File: config.mk
export PLATFORM = sky130hd
export DESIGN_NAME = lbist_pattern_gen_flat
export DESIGN_NICKNAME = d
export VERILOG_FILES = /design/src/rtl/lbist_pattern_gen_if.sv /design/src/rtl/lbist_pattern_gen.sv /design/src/flat_wrapper.sv
export SDC_FILE = /design/constraint.sdc
export NUM_CORES = 1
export LEC_CHECK = 0
export BUFFER_PORTS_ARGS = -buffer_cell sky130_fd_sc_hd__buf_4
export CORE_ASPECT_RATIO = 1.75
export CORE_MARGIN = 5
export CORE_UTILIZATION = 40
export CTS_CLUSTER_DIAMETER = 80
export CTS_CLUSTER_SIZE = 14
export DETAILED_ROUTE_END_ITERATION = 16
export HOLD_SLACK_MARGIN = 0.08
export SYNTH_ARGS = -nofsm -noshare
export SYNTH_HDL_FRONTEND = slang
export SYNTH_SLANG_ARGS = --single-unit
File: constraint.sdc
create_clock -name CLK -period 3.3 [get_ports CLK]
set_clock_uncertainty 0.15 [all_clocks]
set_input_delay 0.165 -clock CLK [delete_from_list [all_inputs] [get_ports CLK]]
set_output_delay 0.165 -clock CLK [all_outputs]
set_load 0.01 [all_outputs]
File: src/rtl/lbist_pattern_gen_if.sv
// LBIST pattern generator bus: run control, CUT pattern/response, signature.
// LBIST_GOLDEN_CMP_EN adds the GOLDEN input and PASS output.
interface lbist_pattern_gen_if #(
  parameter int WIDTH = 8
);
  logic             START;
  logic [WIDTH-1:0] SEED;
  logic [7:0]       NUM_PAT;
  logic [WIDTH-1:0] RESP;
  logic [WIDTH-1:0] PAT;
  logic             PAT_VALID;
  logic [WIDTH-1:0] SIG_OUT;
  logic             BUSY;
  logic             DONE;
`ifdef LBIST_GOLDEN_CMP_EN
  logic [WIDTH-1:0] GOLDEN;
  logic             PASS;

  modport master (
    output START, SEED, NUM_PAT, RESP, GOLDEN,
    input  PAT, PAT_VALID, SIG_OUT, BUSY, DONE, PASS
  );

  modport slave (
    input  START, SEED, NUM_PAT, RESP, GOLDEN,
    output PAT, PAT_VALID, SIG_OUT, BUSY, DONE, PASS
  );
`else
  modport master (
    output START, SEED, NUM_PAT, RESP,
    input  PAT, PAT_VALID, SIG_OUT, BUSY, DONE
  );

  modport slave (
    input  START, SEED, NUM_PAT, RESP,
    output PAT, PAT_VALID, SIG_OUT, BUSY, DONE
  );
`endif
endinterface

File: src/rtl/lbist_pattern_gen.sv
// LBIST pattern source (Galois LFSR) and response compactor (MISR).
// Optional golden compare under LBIST_GOLDEN_CMP_EN.
module lbist_pattern_gen #(
  parameter int               WIDTH     = 8,
  parameter logic [WIDTH-1:0] LFSR_TAPS = 'hB8,
  parameter logic [WIDTH-1:0] MISR_TAPS = 'hB8,
  parameter int               CUT_LAT   = 1
) (
  input logic CLK,
  input logic RST,
  lbist_pattern_gen_if.slave bus
);

  typedef enum logic [2:0] {
    S_IDLE,
    S_LOAD,
    S_RUN,
    S_DRAIN,
    S_DONE
  } state_t;

  localparam logic [8:0] LAT_M1 =
    9'((CUT_LAT == 0) ? 0 : CUT_LAT - 1);

  state_t           state;
  state_t           state_nxt;
  logic [WIDTH-1:0] lfsr;
  logic [WIDTH-1:0] misr;
  logic [WIDTH-1:0] misr_nxt;
  logic [WIDTH-1:0] misr_fin;
  logic [WIDTH-1:0] sig_q;
  logic [8:0]       cnt;
  logic [7:0]       n_m1;
  logic             pat_valid;
  logic             resp_en;
  logic             last_pat;
  logic             drain_end;
  logic             enter_done;

  assign pat_valid  = (state == S_RUN);
  assign last_pat   = (cnt == {1'b0, n_m1});
  assign drain_end  = (cnt == LAT_M1);
  assign enter_done = (state_nxt == S_DONE)
                   && (state != S_DONE);

  assign misr_nxt = ((misr >> 1)
                  ^ (misr[0] ? MISR_TAPS : '0))
                  ^ bus.RESP;
  assign misr_fin = resp_en ? misr_nxt : misr;

  generate
    if (CUT_LAT == 0) begin : g_nolat
      assign resp_en = pat_valid;
    end else begin : g_lat
      logic [CUT_LAT-1:0] pv;
      // Delay PAT_VALID by the CUT latency to time response capture
      always_ff @(posedge CLK) begin
        if (RST || state == S_LOAD) begin
          pv <= '0;
        end else begin
          pv[0] <= pat_valid;
          for (int i = 1; i < CUT_LAT; i++)
            pv[i] <= pv[i-1];
        end
      end
      assign resp_en = pv[CUT_LAT-1];
    end
  endgenerate

  // State register
  always_ff @(posedge CLK) begin
    if (RST) state <= S_IDLE;
    else     state <= state_nxt;
  end

  // Next-state decode
  always_comb begin
    state_nxt = state;
    unique case (state)
      S_IDLE:  if (bus.START) state_nxt = S_LOAD;
      S_LOAD:  state_nxt = S_RUN;
      S_RUN: begin
        if (last_pat)
          state_nxt = (CUT_LAT == 0) ? S_DONE
                                     : S_DRAIN;
      end
      S_DRAIN: if (drain_end) state_nxt = S_DONE;
      S_DONE:  state_nxt = S_IDLE;
      default: state_nxt = S_IDLE;
    endcase
  end

  // LFSR, pattern/drain counter and signature capture
  always_ff @(posedge CLK) begin
    if (RST) begin
      lfsr  <= 'd1;
      misr  <= '0;
      cnt   <= '0;
      n_m1  <= '0;
      sig_q <= '0;
    end else begin
      if (state == S_LOAD) misr <= '0;
      else if (resp_en)    misr <= misr_nxt;
      if (enter_done) sig_q <= misr_fin;
      unique case (state)
        S_LOAD: begin
          lfsr <= (bus.SEED == '0) ? 'd1 : bus.SEED;
          cnt  <= '0;
          n_m1 <= bus.NUM_PAT - 8'd1;
        end
        S_RUN: begin
          lfsr <= (lfsr >> 1)
                ^ (lfsr[0] ? LFSR_TAPS : '0);
          cnt  <= last_pat ? 9'd0 : cnt + 9'd1;
        end
        S_DRAIN: cnt <= cnt + 9'd1;
        default: ;
      endcase
    end
  end

`ifdef LBIST_GOLDEN_CMP_EN
  logic pass_q;
  // Compare final signature with the golden value
  always_ff @(posedge CLK) begin
    if (RST)             pass_q <= 1'b0;
    else if (enter_done) pass_q <= (misr_fin == bus.GOLDEN);
  end
  assign bus.PASS = pass_q;
`endif

  assign bus.PAT       = pat_valid ? lfsr : '0;
  assign bus.PAT_VALID = pat_valid;
  assign bus.SIG_OUT   = sig_q;
  assign bus.BUSY      = (state == S_LOAD)
                      || (state == S_RUN)
                      || (state == S_DRAIN);
  assign bus.DONE      = (state == S_DONE);

endmodule
File: src/flat_wrapper.sv
// flat-port wrapper written by rule: the top's interface ports become plain ports
module lbist_pattern_gen_flat 
#(
  parameter int               WIDTH     = 8,
  parameter logic [WIDTH-1:0] LFSR_TAPS = 'hB8,
  parameter logic [WIDTH-1:0] MISR_TAPS = 'hB8,
  parameter int               CUT_LAT   = 1
)
  (CLK, RST, bus_START, bus_SEED, bus_NUM_PAT, bus_RESP, bus_PAT, bus_PAT_VALID, bus_SIG_OUT, bus_BUSY, bus_DONE);
  lbist_pattern_gen_if #(.WIDTH(WIDTH)) bus_i ();
  input logic CLK;
  input logic RST;
  input wire logic [$bits(bus_i.START)-1:0] bus_START;
  input wire logic [$bits(bus_i.SEED)-1:0] bus_SEED;
  input wire logic [$bits(bus_i.NUM_PAT)-1:0] bus_NUM_PAT;
  input wire logic [$bits(bus_i.RESP)-1:0] bus_RESP;
  output wire logic [$bits(bus_i.PAT)-1:0] bus_PAT;
  output wire logic [$bits(bus_i.PAT_VALID)-1:0] bus_PAT_VALID;
  output wire logic [$bits(bus_i.SIG_OUT)-1:0] bus_SIG_OUT;
  output wire logic [$bits(bus_i.BUSY)-1:0] bus_BUSY;
  output wire logic [$bits(bus_i.DONE)-1:0] bus_DONE;
  assign bus_i.START = bus_START;
  assign bus_i.SEED = bus_SEED;
  assign bus_i.NUM_PAT = bus_NUM_PAT;
  assign bus_i.RESP = bus_RESP;
  assign bus_PAT = bus_i.PAT;
  assign bus_PAT_VALID = bus_i.PAT_VALID;
  assign bus_SIG_OUT = bus_i.SIG_OUT;
  assign bus_BUSY = bus_i.BUSY;
  assign bus_DONE = bus_i.DONE;
  lbist_pattern_gen #(.WIDTH(WIDTH), .LFSR_TAPS(LFSR_TAPS), .MISR_TAPS(MISR_TAPS), .CUT_LAT(CUT_LAT)) u_core (.CLK(CLK), .RST(RST), .bus(bus_i));
endmodule
==> metrics.txt <==
share of post-route cells with drive strength above 1=0.2077; cells after synthesis=262; Setup TNS=0 ps; Worst R2R End=u_core.lfsr[0]$_SDFFE_PP1P_; Worst Tran Pin Value=878.9 ps; maximum vdd drop=288.0 uV; Yosys top cell by area=dfxtp_1; clock latency on the worst-skew pair=300 ps; largest net degree at the start of global routing=39; placement row count=36; Yosys reg bits=45; Synth Cell Area=2283 sq um; hpwl dp=3.570 mm; synth top area cells=dfxtp_1 39%, nor2_1 7.9%, xor2_1 6.1%; Yosys top cell area share=0.3945; Cell variety after synth=41; Initial Util=0.4088; grt total ovfl=0; Req. time, crit path=3390 ps; Setup crit start=u_core.state[0]$_SDFF_PP0_; Pwr Density=467.7 nW/um^2; Syn-to-layout area delta=26.85%; gr usage total=0.1417; CTS buffer count=5; Mapped Avg Cell Area=8.715 sq um; Clock transition at path regs=90 ps; port bufs=45; routability cong.=0.8734; register area share after synthesis=0.3945; Vias/cell=4.951; Post-synth EDFFs=0; Main synth FF type=dfxtp_1; buffer depth of the longest clock path=2; fin nets=342; Diodes inserted=0; worst setup path end=u_core.lfsr[0]$_SDFFE_PP1P_; startpoint types=flop; post-CTS sizing=0; Lkg Pwr=1.143 nW; Max Cap Viol=0; vias in the first global route=1898; Critical Path Sink Type=flop; final setup violating endpoints=0; dpl ws=1137 ps; CP max FO=20; first-pass GRT wire length=8.217 mm; max frequency=421.9 MHz; initial antenna violation count=0; Root Driver=clkbuf_8; Chip Width=67.12 um; Starting DRT DRC Count=86; Slew Viols, Final=0; wire per inst=12.59 um; DRC violations left=0; clock period minus final worst setup slack=2370 ps; CTS tree=built; Hold Path Class=primary input to flop; Final Hold Fails=0; core region area=5585 sq um; Worst slew margin=0.4119; Routed Antenna Nets=0; total wire length=4.899 mm; Crit path arrival time=2460 ps; Synth warnings=0; RSZ-0062 raised after global routing=no; reg2reg setup slack=930 ps; min-delay src=bus_NUM_PAT[1]; Reg2Reg Depth=5; Power, Total=0.001355 W; outcome=finished clean; top-level I/O count=46; worst r2r src=u_core.state[0]$_SDFF_PP0_; height of the die=110.0 um; WS Path Type=flop to flop; CTS H-Tree Depth=2; # clock sinks=45; setup slack after layout=929.7 ps; vias=1926; die area=7379 sq um; ys async rst share=0; Tcrit/Tclk final=0.7183; TritonRoute pass-1 iters=4; Syn Nets=292
-- cells in the final DEF (no fill, tap or decap), types with 4 or more instances in the layout --
cell           instances
xor2_1                16
nor2b_1                4
inv_1                  5
nand2_1               19
and2_1                 9
clkbuf_8               5
a31oi_1                6
mux2i_1                8
a221oi_1               4
nand3_1                8
xnor2_1                7
nor2_1                48
a21oi_1               12
buf_4                 46
dfxtp_1               45
nor3_1                 6
a211oi_1              16
dlygate4sd3_1         15
-- metrics by stage --
step	hold WS (ps)	instances	cell area, sq um	utilization
final	86.22	389	2897	0.5186
after CTS	86.90	389	2897	0.5186
after global routing	90.04	389	2897	0.5186
after floorplan	110.6	262	2283	-
after detailed placement	222.3	366	2631	0.4711
after global placement	217.1	366	2631	0.4711
-- logic make-up after synthesis --
| family | Yosys count | share of synthesized area |
|---|---|---|
| AOI/OAI and AO/OA | 42 | 0.1288 |
| muxes | 8 | 0.03507 |
| adders and majority gates | 3 | 0.01644 |
| xor gates and xnor gates | 26 | 0.1195 |
| DFF | 45 | 0.3945 |
| and+or+nand+nor | 115 | 0.2548 |
| buffers and inverters | 23 | 0.05096 |
-- state kept, by name (all words and copies together) (netlist names) --
signal / cells
u_core.cnt: 9
u_core.g_lat.pv: 1
u_core.bus.SIG_OUT: 8
u_core.misr: 8
u_core.lfsr: 8
u_core.n_m1: 8
u_core.state: 3
-- Yosys cell counts, drive strengths merged, types with 2 or more instances --
library cell,n
mux2i,8
and2,9
or2,3
nand3b,3
clkbuf,6
ha,3
nor3,7
a211oi,16
dfxtp,45
nor2b,4
nor4,4
xor2,16
inv,5
a21oi,12
buf,12
nand3,8
a31oi,7
a221oi,4
nand2,19
xor3,3
nand4,2
xnor2,7
nor2,48
nor3b,2
-- critical path: stages, from the launching register on --
cell and delay, ps:
dfxtp_1 490, nor3b_2 610, buf_4 340, o21ai_0 110
dlygate4sd3_1 560, nand2_1 60
-- per-layer routing --
metal,global-route usage,routed length [um],up-vias
li1,-,-,1002
met1,0.1479,1962,868
met2,0.2646,2577,45
met3,0.03272,256,11
met4,0.05515,102,0
met5,0,0,-
-- where the power goes --
group | leakage, nW | internal, W | switching [W]
clock | 0.0543 | 0.000227 | 0.000189
sequential | 0.366 | 0.000586 | 0.0000416
combinational | 0.723 | 0.000151 | 0.000161
total | 1.14 | 0.000963 | 0.000391
-- repair_timing --
action | in CTS | in global routing
endpoints found under the hold margin | 13 | 0
setup buffers | 0 | 0
hold buffers | 15 | 0
-- worst min path at each step --
stage,end,cells past startpoint
floorplan,u_core.n_m1[0]$_SDFFE_PP0P_,1
global route,u_core.n_m1[1]$_SDFFE_PP0P_,4
global placement,u_core.n_m1[0]$_SDFFE_PP0P_,2
detailed placement,u_core.n_m1[0]$_SDFFE_PP0P_,2
CTS,u_core.n_m1[1]$_SDFFE_PP0P_,4
finish,u_core.n_m1[1]$_SDFFE_PP0P_,4
-- final cells by class --
cell class | instances | area (sq um)
Inverter | 5 | 18.77
Fill cell | 570 | 2689
Multi-Input combinational cell | 194 | 1271
Sequential cell | 45 | 900.9
Tap cell | 76 | 95.09
Clock buffer | 5 | 68.82
Timing Repair Buffer | 61 | 495.5
Clock inverter | 3 | 46.29
(Power assumes the default switching activity.)
